$ cat src/rtl/alu_arbiter.sv
// Round-robin arbiter and sequencer for the shared ALU.
// Two requesters, registered ALU inputs, per-port response capture.
module alu_arbiter #(
    parameter int WIDTH = 16
) (
    input  logic             clk,
    input  logic             reset_n,

    input  logic             req_valid0,
    output logic             req_ready0,
    input  logic [1:0]       req_op0,
    input  logic [WIDTH-1:0] req_a0,
    input  logic [WIDTH-1:0] req_b0,

    input  logic             req_valid1,
    output logic             req_ready1,
    input  logic [1:0]       req_op1,
    input  logic [WIDTH-1:0] req_a1,
    input  logic [WIDTH-1:0] req_b1,

    output logic             rsp_valid0,
    output logic [WIDTH-1:0] rsp_out0,
    output logic             rsp_zero0,
    output logic             rsp_equal0,

    output logic             rsp_valid1,
    output logic [WIDTH-1:0] rsp_out1,
    output logic             rsp_zero1,
    output logic             rsp_equal1,

    output logic [1:0]       alu_op,
    output logic [WIDTH-1:0] alu_a,
    output logic [WIDTH-1:0] alu_b,
    input  logic [WIDTH-1:0] alu_out,
    input  logic             alu_zero,
    input  logic             alu_equal,

    output logic             busy
);

    typedef enum logic [1:0] {
        IDLE = 2'd0,
        EXEC = 2'd1,
        RESP = 2'd2
    } state_t;

    state_t state;
    logic   last_grant;
    logic   owner;

    logic   window;
    logic   grant0;
    logic   grant1;
    logic   accept;

    // On a tie the port that did not win last time is granted.
    always_comb begin
        window = (state == IDLE) || (state == RESP);
        grant0 = req_valid0 && (!req_valid1 || last_grant);
        grant1 = req_valid1 && (!req_valid0 || !last_grant);
    end

    assign req_ready0 = window && grant0;
    assign req_ready1 = window && grant1;
    assign accept     = req_ready0 || req_ready1;

    always_ff @(posedge clk or negedge reset_n) begin
        if (!reset_n) begin
            state      <= IDLE;
            last_grant <= 1'b1;
            owner      <= 1'b0;
            busy       <= 1'b0;
            alu_op     <= '0;
            alu_a      <= '0;
            alu_b      <= '0;
            rsp_valid0 <= 1'b0;
            rsp_out0   <= '0;
            rsp_zero0  <= 1'b0;
            rsp_equal0 <= 1'b0;
            rsp_valid1 <= 1'b0;
            rsp_out1   <= '0;
            rsp_zero1  <= 1'b0;
            rsp_equal1 <= 1'b0;
        end else begin
            rsp_valid0 <= 1'b0;
            rsp_valid1 <= 1'b0;
            unique case (state)
                IDLE, RESP: begin
                    if (accept) begin
                        state      <= EXEC;
                        busy       <= 1'b1;
                        owner      <= grant1;
                        last_grant <= grant1;
                        alu_op     <= grant1 ? req_op1 : req_op0;
                        alu_a      <= grant1 ? req_a1  : req_a0;
                        alu_b      <= grant1 ? req_b1  : req_b0;
                    end else begin
                        state <= IDLE;
                        busy  <= 1'b0;
                    end
                end
                EXEC: begin
                    state <= RESP;
                    busy  <= 1'b0;
                    // Only the owner's response registers see the capture.
                    if (owner) begin
                        rsp_valid1 <= 1'b1;
                        rsp_out1   <= alu_out;
                        rsp_zero1  <= alu_zero;
                        rsp_equal1 <= alu_equal;
                    end else begin
                        rsp_valid0 <= 1'b1;
                        rsp_out0   <= alu_out;
                        rsp_zero0  <= alu_zero;
                        rsp_equal0 <= alu_equal;
                    end
                end
                default: begin
                    state <= IDLE;
                    busy  <= 1'b0;
                end
            endcase
        end
    end

endmodule

$ cat config.mk
export PLATFORM = sky130hd
export DESIGN_NAME = alu_arbiter
export DESIGN_NICKNAME = d
export VERILOG_FILES = /design/src/rtl/alu_arbiter.sv
export SDC_FILE = /design/constraint.sdc
export NUM_CORES = 1
export LEC_CHECK = 0
export ABC_AREA = 1
export BUFFER_PORTS_ARGS = -buffer_cell sky130_fd_sc_hd__buf_2
export CAP_MARGIN = 40
export CORE_MARGIN = 2
export CORE_UTILIZATION = 50
export DETAILED_ROUTE_END_ITERATION = 12
export PLACE_DENSITY = 0.85
export SLEW_MARGIN = 20
export SYNTH_ARGS = -nofsm -noshare
export SYNTH_HDL_FRONTEND = slang
export SYNTH_SLANG_ARGS = --single-unit
$ cat constraint.sdc
create_clock -name clk -period 3.3 [get_ports clk]
set_input_delay 0.165 -clock clk [delete_from_list [all_inputs] [get_ports clk]]
set_output_delay 0.165 -clock clk [all_outputs]
set_load 0.01 [all_outputs]
==> flow_summary.yaml, run 1 <==
timing:
  finClkSkew_ns: 0.00504
  slew_violations: 0
  hold_violations: 0
  worst_pin_slew_ns: 0.681
  rsz0062_at_grt: "no"
  setup_viol: 0
  finalCritPeriodShare_pct: 75.0
  post-route-min-period_ns: 2.48
  maxSlewHeadroom_pct: 54.6
  setup-tns-final_ns: 0
  fmax_mhz: 404
worst_setup_path:
  critPathCaptureType: "primary output"
  path_delay_family: "simple AND/OR/NAND/NOR gates"
  path_cells: "nand2_2 > nand3_2 > buf_4 > inv_1 > buf_2"
  path_max_fanout: 36
  crit_buf_inv: 3
  slowest_stage: "nand3_2"
  start_kind: "flop"
  cp.arrival_ns: 2.31
  slowest_delay_ns: 0.54
  critPathRequiredTime_ns: 3.13
  crit_type: "reg2out"
synthesis:
  syn_area_mm2: 0.00346
  async_flop_share_pct: 100
  synth_top_cell_by_area: "dfrtp_1"
  syn_avg_cell_area_um2: 8.27
  yosysSeqAreaShare_pct: 55.8
  synth_nets: 508
  ys_top_cells_by_count: "nand2_1, dfrtp_1, nand3_1"
  synth_warnings: 0
  synth.most_common_cell: "nand2_1"
  synth-seq-cells: 77
  synthCells: 418
  synth_top_area_share_pct: 55.0
  yosys_most_used_dff: "dfrtp_1"
  synth-edff-count: 0
  ys_types: 16
  yosys-top-cells-area: "dfrtp_1, nand2_1, nand3_1, o21ai_1, buf_2"
global_routing:
  gr-usage-met2_pct: 37.0
  grt_use_total_pct: 22.4
  antenna_found_initial: 0
  top_usage_layer: "met2"
  grt_pass1_vias: 3087
  overflow: 0
  grt_pass1_wl_um: 13400
  grt_util_met1_pct: 27.8
  grtUsageMet3_pct: 6.73
  grt_max_degree: 45
job:
  max_cap_violations: 0
clocking:
  htree_levels: 3
  clockBufferDepth: 2
  cts_buffers: 9
  cts_tree: "built"
  clkTransAtPathRegs_ns: 0.08
  clk_latency_ns: 0.34
  clock_sinks: 77
  cts-root-buf: "clkbuf_8"
die:
  pin_count: 165
  die_w_um: 87.1
  initial_core_util_pct: 51.1
  fp.coreArea_mm2: 0.00676
  rows: 30
  die-area_mm2: 0.00759
  die_y_um: 87.1
route:
  wl_per_cell_um: 12.9
  dr.pass1.iters: 4
  drc: 0
  final_antenna_net_count: 0
  via_count: 3264
  vias_per_cell: 4.98
  drtIter0Drc: 161
  routed_wl_um: 8420
pwr:
  ir_drop_mv: 0.507
  power.leakage_uw: 0.00270
  power_per_cell_area_mw_per_mm2: 926
place:
  place.gp.congestion: 0.844
  dpl.hpwl_um: 5960
  port-buffer-count: 164
finish:
  multiInputGateArea_mm2: 0.00127
  regArea_mm2: 0.00193
  final.fill_count: 535
  final_util_pct: 66.7
  fin_nets: 660
  antennaDiodeCount: 0
  drive_gt1_share_pct: 33.9
  syn2layout_area_growth_pct: 30.4
min_path:
  hp-class: "in2reg"
outcome:
  status: "complete, no violations"
==> kinds of logic (layout without fill, tap and decap cells) <==
| logic type | Yosys count | count (layout) | synth area share (%) |
|---|---|---|---|
| AO/OA/AOI/OAI | 38 | 38 | 5.50 |
| buffers and inverters | 52 | 209 | 7.42 |
| flip-flops | 77 | 77 | 55.8 |
| AND/OR/NAND/NOR | 251 | 251 | 31.3 |
==> sequential cells by signal, summed over array words and instances (netlist names), 2 cells and up <==
signal    flops
rsp_out0     16
state         2
rsp_out1     16
alu_a        16
alu_b        16
alu_op        2
==> layout make-up <==
class / instances / share of cell area (%)
Timing Repair Buffer: 167 / 19.1
Clock buffer: 11 / 3.14
Sequential cell: 77 / 42.8
Tap cell: 80 / 2.22
Clock inverter: 5 / 2.36
Multi-Input combinational cell: 289 / 28.2
Inverter: 26 / 2.17
==> worst min-delay path, stage by stage <==
cell and delay [ns]:
buf_2 0.09, inv_1 0.06, o21ai_1 0.06
==> report_power, final <==
part / switching, uW / internal, uW
Sequential: 264 / 1400
Clock: 338 / 526
Combinational: 1010 / 637
Total: 1610 / 2560
==> path summary, 6_finish.rpt <==
kind / startpoint / end / slack, ns / depth (start not counted)
worst max-delay path: last_grant / req_ready1 / 0.82 / 5
worst min register to register: state[1] / state[1] / 0.48 / 1
max in group asynchronous: reset_n / rsp_out1[2] / 2.41 / 3
min in group asynchronous: reset_n / busy / 0.32 / 2
worst min-delay path: alu_out[3] / rsp_out1[3] / 0.08 / 3
worst max register to register: last_grant / alu_b[9] / 1.14 / 5
==> cells in the final DEF (no fill, tap or decap), types with 2 or more instances in the layout <==
cell       count
nand3_1       68
buf_4          2
clkbuf_8      10
o21ai_1       37
nand2_1      173
buf_2        163
dfrtp_1       76
bufinv_16      3
nand2_2        3
nand2_4        4
inv_2          3
inv_1         23
==> through the flow <==
stage               power, uW  hold WS [ns]  area, um^2  setup slack (ns)  std cells
floorplan                2680        -0.131        3460              2.08        418
global placement         3260         0.356        4230              1.24        637
detailed placement       3330         0.147        4250              1.15        638
CTS                      4210        0.0588        4510             0.776        655
global route             4490        0.0672        4510             0.613        655
finish                   4170        0.0777        4510             0.825        655
==> layer usage <==
layer  routed length, um  vias up
met5                   0        -
met4                 150        0
met2                4050      141
met1                3590     1474
li1                    -     1632
met3                 634       17
==> what timing repair did <==
action | 4_1_cts | 5_1_grt
endpoints found under the hold margin | 32 | 0
hold buffers | 1 | 0
gates resized for setup | 0 | 0
endpoints found under the setup margin | 0 | 0
buffers inserted | 0 | 0
No activity file was read; power rests on OpenSTA's default activity.
==> run 2: changes to the inputs <==
CORE_UTILIZATION = 46   (was 50)
PLACE_DENSITY = 0.8   (was 0.85)
clock period = 2.4 ns   (was 3.3 ns; I/O delays follow)
==> run 2 against run 1 <==
Compared with the run above:
- worst hold slack worse by 0.047 ns
- via count is 0.15% higher
- routed wire length is 3.9% higher
- sequential share of layout area is 0.11 points higher
- power is 32% higher
- worst setup slack worse by 0.31 ns
- first-iteration DRC count is 6.8% lower
- register-to-register slack worse by 0.63 ns
- non-clock buffer count is 2 higher
- clock power is 9.6% higher
- sequential cell count stayed put
- final area is 0.25% lower
==> flow_summary.yaml, run 2 (same netlist as run 1, synthesis figures left out) <==
pwr:
  power.leakage_uw: 0.00269
  p_clk_share_pct: 17.2
  p_comb_share_pct: 41.5
  internal-power_uw: 3310
  p_sw_uw: 2190
  seq_power_share_pct: 41.3
  power_per_cell_area_mw_per_mm2: 1220
  total_power_uw: 5510
  ir_drop_mv: 0.639
  sw_frac_of_total_pct: 39.8
worst_setup_path:
  rr_endpoint: "alu_a[14]"
  path_max_fanout: 35
  r2r_start: "last_grant"
  path_cells: "nand2_2 > nand3_2 > nand2_4 > nand2_1 > nand2_1"
  cp.arrival_ns: 2.16
  rr_worst_depth: 5
  critPathRequiredTime_ns: 2.67
  path_common_cell: "nand2_1"
  crit_type: "reg2reg"
  start_kind: "flop"
  slowest_delay_ns: 0.53
  critPathCaptureType: "flop"
  r2r_slack_ns: 0.51
  slowest_stage: "nand2_4"
timing:
  post-route-min-period_ns: 1.89
  setup-tns-final_ns: 0
  hold_violations: 0
  slew_violations: 0
  finalCritPeriodShare_pct: 78.7
  finClkSkew_ns: 0.00887
  rsz0062_at_grt: "no"
  worst_pin_slew_ns: 0.600
  fmax_mhz: 530
  maxSlewHeadroom_pct: 59.8
  setup_viol: 0
  postLayoutSetupSlackWorst_ns: 0.512
finish:
  final_common_cell: "nand2_1"
  fin_nets: 662
  final.fill_count: 652
  drive_gt1_share_pct: 34.0
  syn2layout_area_growth_pct: 30.1
  most-common-layout-cells: "nand2_1, buf_2, dfrtp_1"
  antennaDiodeCount: 0
clocking:
  cts_tree: "built"
  postCtsSetupRepairBufs: 0
  cts_buffers: 9
  clockBufferDepth: 2
  cts-root-buf: "clkbuf_8"
  clock_sinks: 77
  clkTransAtPathRegs_ns: 0.08
  clk_latency_ns: 0.33
  ctsResizeCount: 0
  htree_levels: 3
die:
  die_w_um: 90.7
  fp.coreArea_mm2: 0.00725
  die_y_um: 90.7
  initial_core_util_pct: 47.6
  rows: 31
  die-area_mm2: 0.00822
  pin_count: 165
global_routing:
  grt_pass1_vias: 3249
  grt_use_total_pct: 22.0
  antenna_found_initial: 0
  grt_max_degree: 48
  overflow: 0
  grt_pass1_wl_um: 14700
min_path:
  hold_path_end: "rsp_out1[13]"
  min_from: "alu_out[13]"
  hold_depth: 3
  hp-class: "in2reg"
route:
  routed_wl_um: 8750
  via_count: 3269
  wl_per_cell_um: 13.0
  dr.pass1.iters: 4
  vias_per_cell: 4.84
  drc: 0
  drtIter0Drc: 150
  final_antenna_net_count: 0
outcome:
  status: "complete, no violations"
place:
  place.gp.congestion: 0.791
  port-buffer-count: 164
  post-place-ws_ns: 0.526
  dpl.hpwl_um: 6220
job:
  max_cap_violations: 0
## run 2: cell count changes in the layout (fill, tap and decap cells not counted)
cell        delta
clkinvlp_4     -1
buf_12         -1
clkinv_4       +1
buf_16         +1
clkinv_2       +2
buf_4          +2
bufinv_16      -2
inv_6          -1
## run 2: through the flow
step                area, um^2  cells  hold slack (ns)  util (%)
floorplan                 3460    418           -0.176         -
global placement          4270    658            0.312      58.8
detailed placement        4290    659           0.0844      59.2
CTS                       4490    675           0.0133      62.0
global route              4490    675           0.0242      62.0
finish                    4490    675           0.0311      62.0
## run 2: repair_timing
action / CTS / global route
hold endpoints to repair: 30 / 0
hold buffers: 1 / 0
endpoints found under the setup margin: 0 / 0
## run 2: critical path, delay by kind of cell, from the launching register on
family | cells | cell delay, ns
simple gates | 5 | 1.44
flops | 1 | 0.38
## run 2: worst max path at each step
stage / from / to / slack (ns)
finish: last_grant / alu_a[14] / 0.51
global route: last_grant / alu_a[14] / 0.32
CTS: last_grant / req_ready1 / 0.49
detailed placement: last_grant / alu_a[14] / 0.53
global placement: last_grant / alu_a[6] / 0.62
floorplan: last_grant / alu_a[7] / 1.22
## run 2: layer usage
layer | GRT usage, % | share of wire [%] | up-vias
li1 | - | - | 1626
met4 | 7.31 | 1.1 | 0
met3 | 6.09 | 7.5 | 8
met1 | 27.6 | 44 | 1516
met5 | 0 | 0 | -
met2 | 36.8 | 47 | 119
## run 2: power by group through the flow
stage / Clock, uW / Combinational [uW] / Sequential (uW)
after global routing: 1030 / 2590 / 2350
after global placement: 0 / 2230 / 2260
final: 948 / 2290 / 2270
after detailed placement: 0 / 2330 / 2270
after CTS: 978 / 2320 / 2280
after floorplan: 0 / 1150 / 2540
## run 2: final cells by class
cell class,instances,area [um^2],share of cell area (%)
clock buffers,11,141,3.15
clock inverters,4,48.8,1.09
inverters,26,97.6,2.17
multi-input cells,289,1270,28.3
flip-flops and latches,77,1930,42.9
well taps,99,124,2.76
repair buffers,169,883,19.7
==> run 3: changes to the inputs <==
ABC_AREA = 0   (was 1)
CORE_UTILIZATION = 45   (was 46)
clock period = 1.8 ns   (was 2.4 ns; I/O delays follow)
==> run 3 against run 2 <==
Compared with the run above:
- worst hold slack got worse by 0.016 ns
- utilization up 14 points
- non-clock buffer count grew 81
- clock-buffer cell count unchanged
- synthesized cell count decreased by 33%
- critical path type is now reg2out
- largest cell class unchanged
==> flow_summary.yaml, run 3 <==
outcome:
  status: "complete, no violations"
worst_setup_path:
  critPathCaptureType: "primary output"
  start_kind: "flop"
  path_max_fanout: 23
  crit_type: "reg2out"
  critPathRequiredTime_ns: 1.71
  cp.arrival_ns: 1.59
route:
  routed_wl_um: 10500
  vias_per_cell: 5.01
  dr.pass1.iters: 4
  final_antenna_net_count: 0
  drtIter0Drc: 147
  via_count: 3139
  drc: 0
  wl_per_cell_um: 16.7
timing:
  rsz0062_at_grt: "no"
  post-route-min-period_ns: 1.68
  setup_viol: 0
  fmax_mhz: 596
  setup-tns-final_ns: 0
  finClkSkew_ns: 0.00691
  finalCritPeriodShare_pct: 93.2
  maxSlewHeadroom_pct: 70.6
  holdWs_ns: 0.0153
  hold_violations: 0
  slew_violations: 0
  worst_pin_slew_ns: 0.440
finish:
  fin_nets: 616
  final_util_pct: 76.0
  syn2layout_area_growth_pct: 62.6
  most-common-layout-cells: "buf_2, dlygate4sd3_1, dfrtp_1"
  antennaDiodeCount: 0
  final_common_cell: "buf_2"
  drive_gt1_share_pct: 43.7
synthesis:
  ys_top_cells_by_count: "dfrtp_1, nand2_1, a31oi_1, nor2_1, mux2_2"
  async_flop_share_pct: 100
  synthCells: 282
  syn_avg_cell_area_um2: 11.3
  synth-edff-count: 0
  yosysSeqAreaShare_pct: 60.7
  ys_types: 23
  syn_area_mm2: 0.00317
  synth_top_area_share_pct: 59.9
  synth.most_common_cell: "dfrtp_1"
  synth_warnings: 0
  synth_nets: 372
  synth-seq-cells: 77
  yosys_most_used_dff: "dfrtp_1"
  synth_top_cell_by_area: "dfrtp_1"
  yosys-top-cells-area: "dfrtp_1, mux2_2, nand2_1, a31oi_1, mux2_4"
global_routing:
  grt_use_total_pct: 28.2
  overflow: 0
  grt_pass1_wl_um: 16300
  grt_util_met1_pct: 29.0
  grtUsageMet3_pct: 6.41
  grt_max_degree: 70
  gr-usage-met2_pct: 51.4
  antenna_found_initial: 0
  grt_pass1_vias: 3390
  top_usage_layer: "met2"
pwr:
  power.leakage_uw: 0.00252
  ir_drop_mv: 0.500
  power_per_cell_area_mw_per_mm2: 1260
min_path:
  hp-class: "in2reg"
place:
  port-buffer-count: 164
  place.gp.congestion: 0.793
  dpl.hpwl_um: 5540
clocking:
  postCtsSetupRepairBufs: 0
  clock_sinks: 77
  clockBufferDepth: 2
  htree_levels: 3
  clk_latency_ns: 0.34
  clkTransAtPathRegs_ns: 0.08
  cts-root-buf: "clkbuf_8"
  cts_tree: "built"
  cts_buffers: 9
die:
  initial_core_util_pct: 46.7
  die_w_um: 88.0
  pin_count: 165
  rows: 30
  die_y_um: 88.0
  die-area_mm2: 0.00774
  fp.coreArea_mm2: 0.00679
job:
  max_cap_violations: 0
run 3: changes by cell type after synthesis, sizes merged, moves of 23 or more:
cell / previous run / this run
inv: 26 / 3
nor2: 2 / 35
o21ai: 38 / 0
nand2: 180 / 69
mux2: 0 / 36
a31oi: 0 / 35
nand3: 69 / 0
run 3: path summary, 6_finish.rpt:
kind | to | start | cells past startpoint | slack (ns)
setup / recovery | req_ready1 | last_grant | 4 | 0.12
hold / removal | alu_a[11] | req_a0[11] | 3 | 0.02
setup reg to reg | rsp_out1[11] | state[0] | 3 | 0.28
hold reg to reg | rsp_out0[12] | rsp_out0[12] | 1 | 0.51
max in group asynchronous | last_grant | reset_n | 3 | 0.98
min in group asynchronous | alu_b[10] | reset_n | 2 | 0.20
run 3: area by class of cell:
cell class                      instances  area, um^2
Sequential cell                        77        1930
Timing Repair Buffer                  250        1720
Fill cell                             427        1630
Multi-Input combinational cell        185        1150
Clock buffer                           11         151
Tap cell                               96         120
Clock inverter                          5        82.6
Inverter                                3        11.3
run 3: kinds of logic after synthesis:
| logic type | count (synthesis) | synth area share, % |
|---|---|---|
| AOI/OAI and AO/OA | 41 | 8.55 |
| muxes | 36 | 13.8 |
| and+or+nand+nor | 108 | 13.6 |
| buffers and inverters | 20 | 3.27 |
| DFF | 77 | 60.7 |
run 3: power by group:
part | total [uW] | internal, uW | switching [uW]
registers | 2700 | 2350 | 351
logic | 2300 | 1170 | 1130
clock network | 1490 | 859 | 628
run 3: repair_timing:
item,in CTS,in global routing
hold buffers,80,0
setup endpoints to repair,0,1
gates resized for setup,0,1
hold endpoints to repair,95,0
run 3: metrics by stage:
stage | total power [uW] | area (um^2) | setup WS [ns] | std cells
final | 6490 | 5160 | 0.123 | 627
after global routing | 6850 | 5160 | 0.0401 | 627
after CTS | 6430 | 5150 | 0.00911 | 627
after detailed placement | 4790 | 4120 | 0.263 | 531
after global placement | 4710 | 4120 | 0.318 | 531
after floorplan | 3840 | 3170 | 0.327 | 282
run 3: per-layer routing:
metal  vias to the layer above  part of all wire (%)
met5                         -                     0
met4                         0                   4.4
met3                        43                   6.5
met2                       158                    53
met1                      1493                    36
li1                       1445                     -
run 3: critical path, stage by stage, from the launching register on:
cell     delay (ns)
dfstp_2        0.58
a21bo_4        0.26
buf_12         0.20
nor2_1         0.05
buf_2          0.14
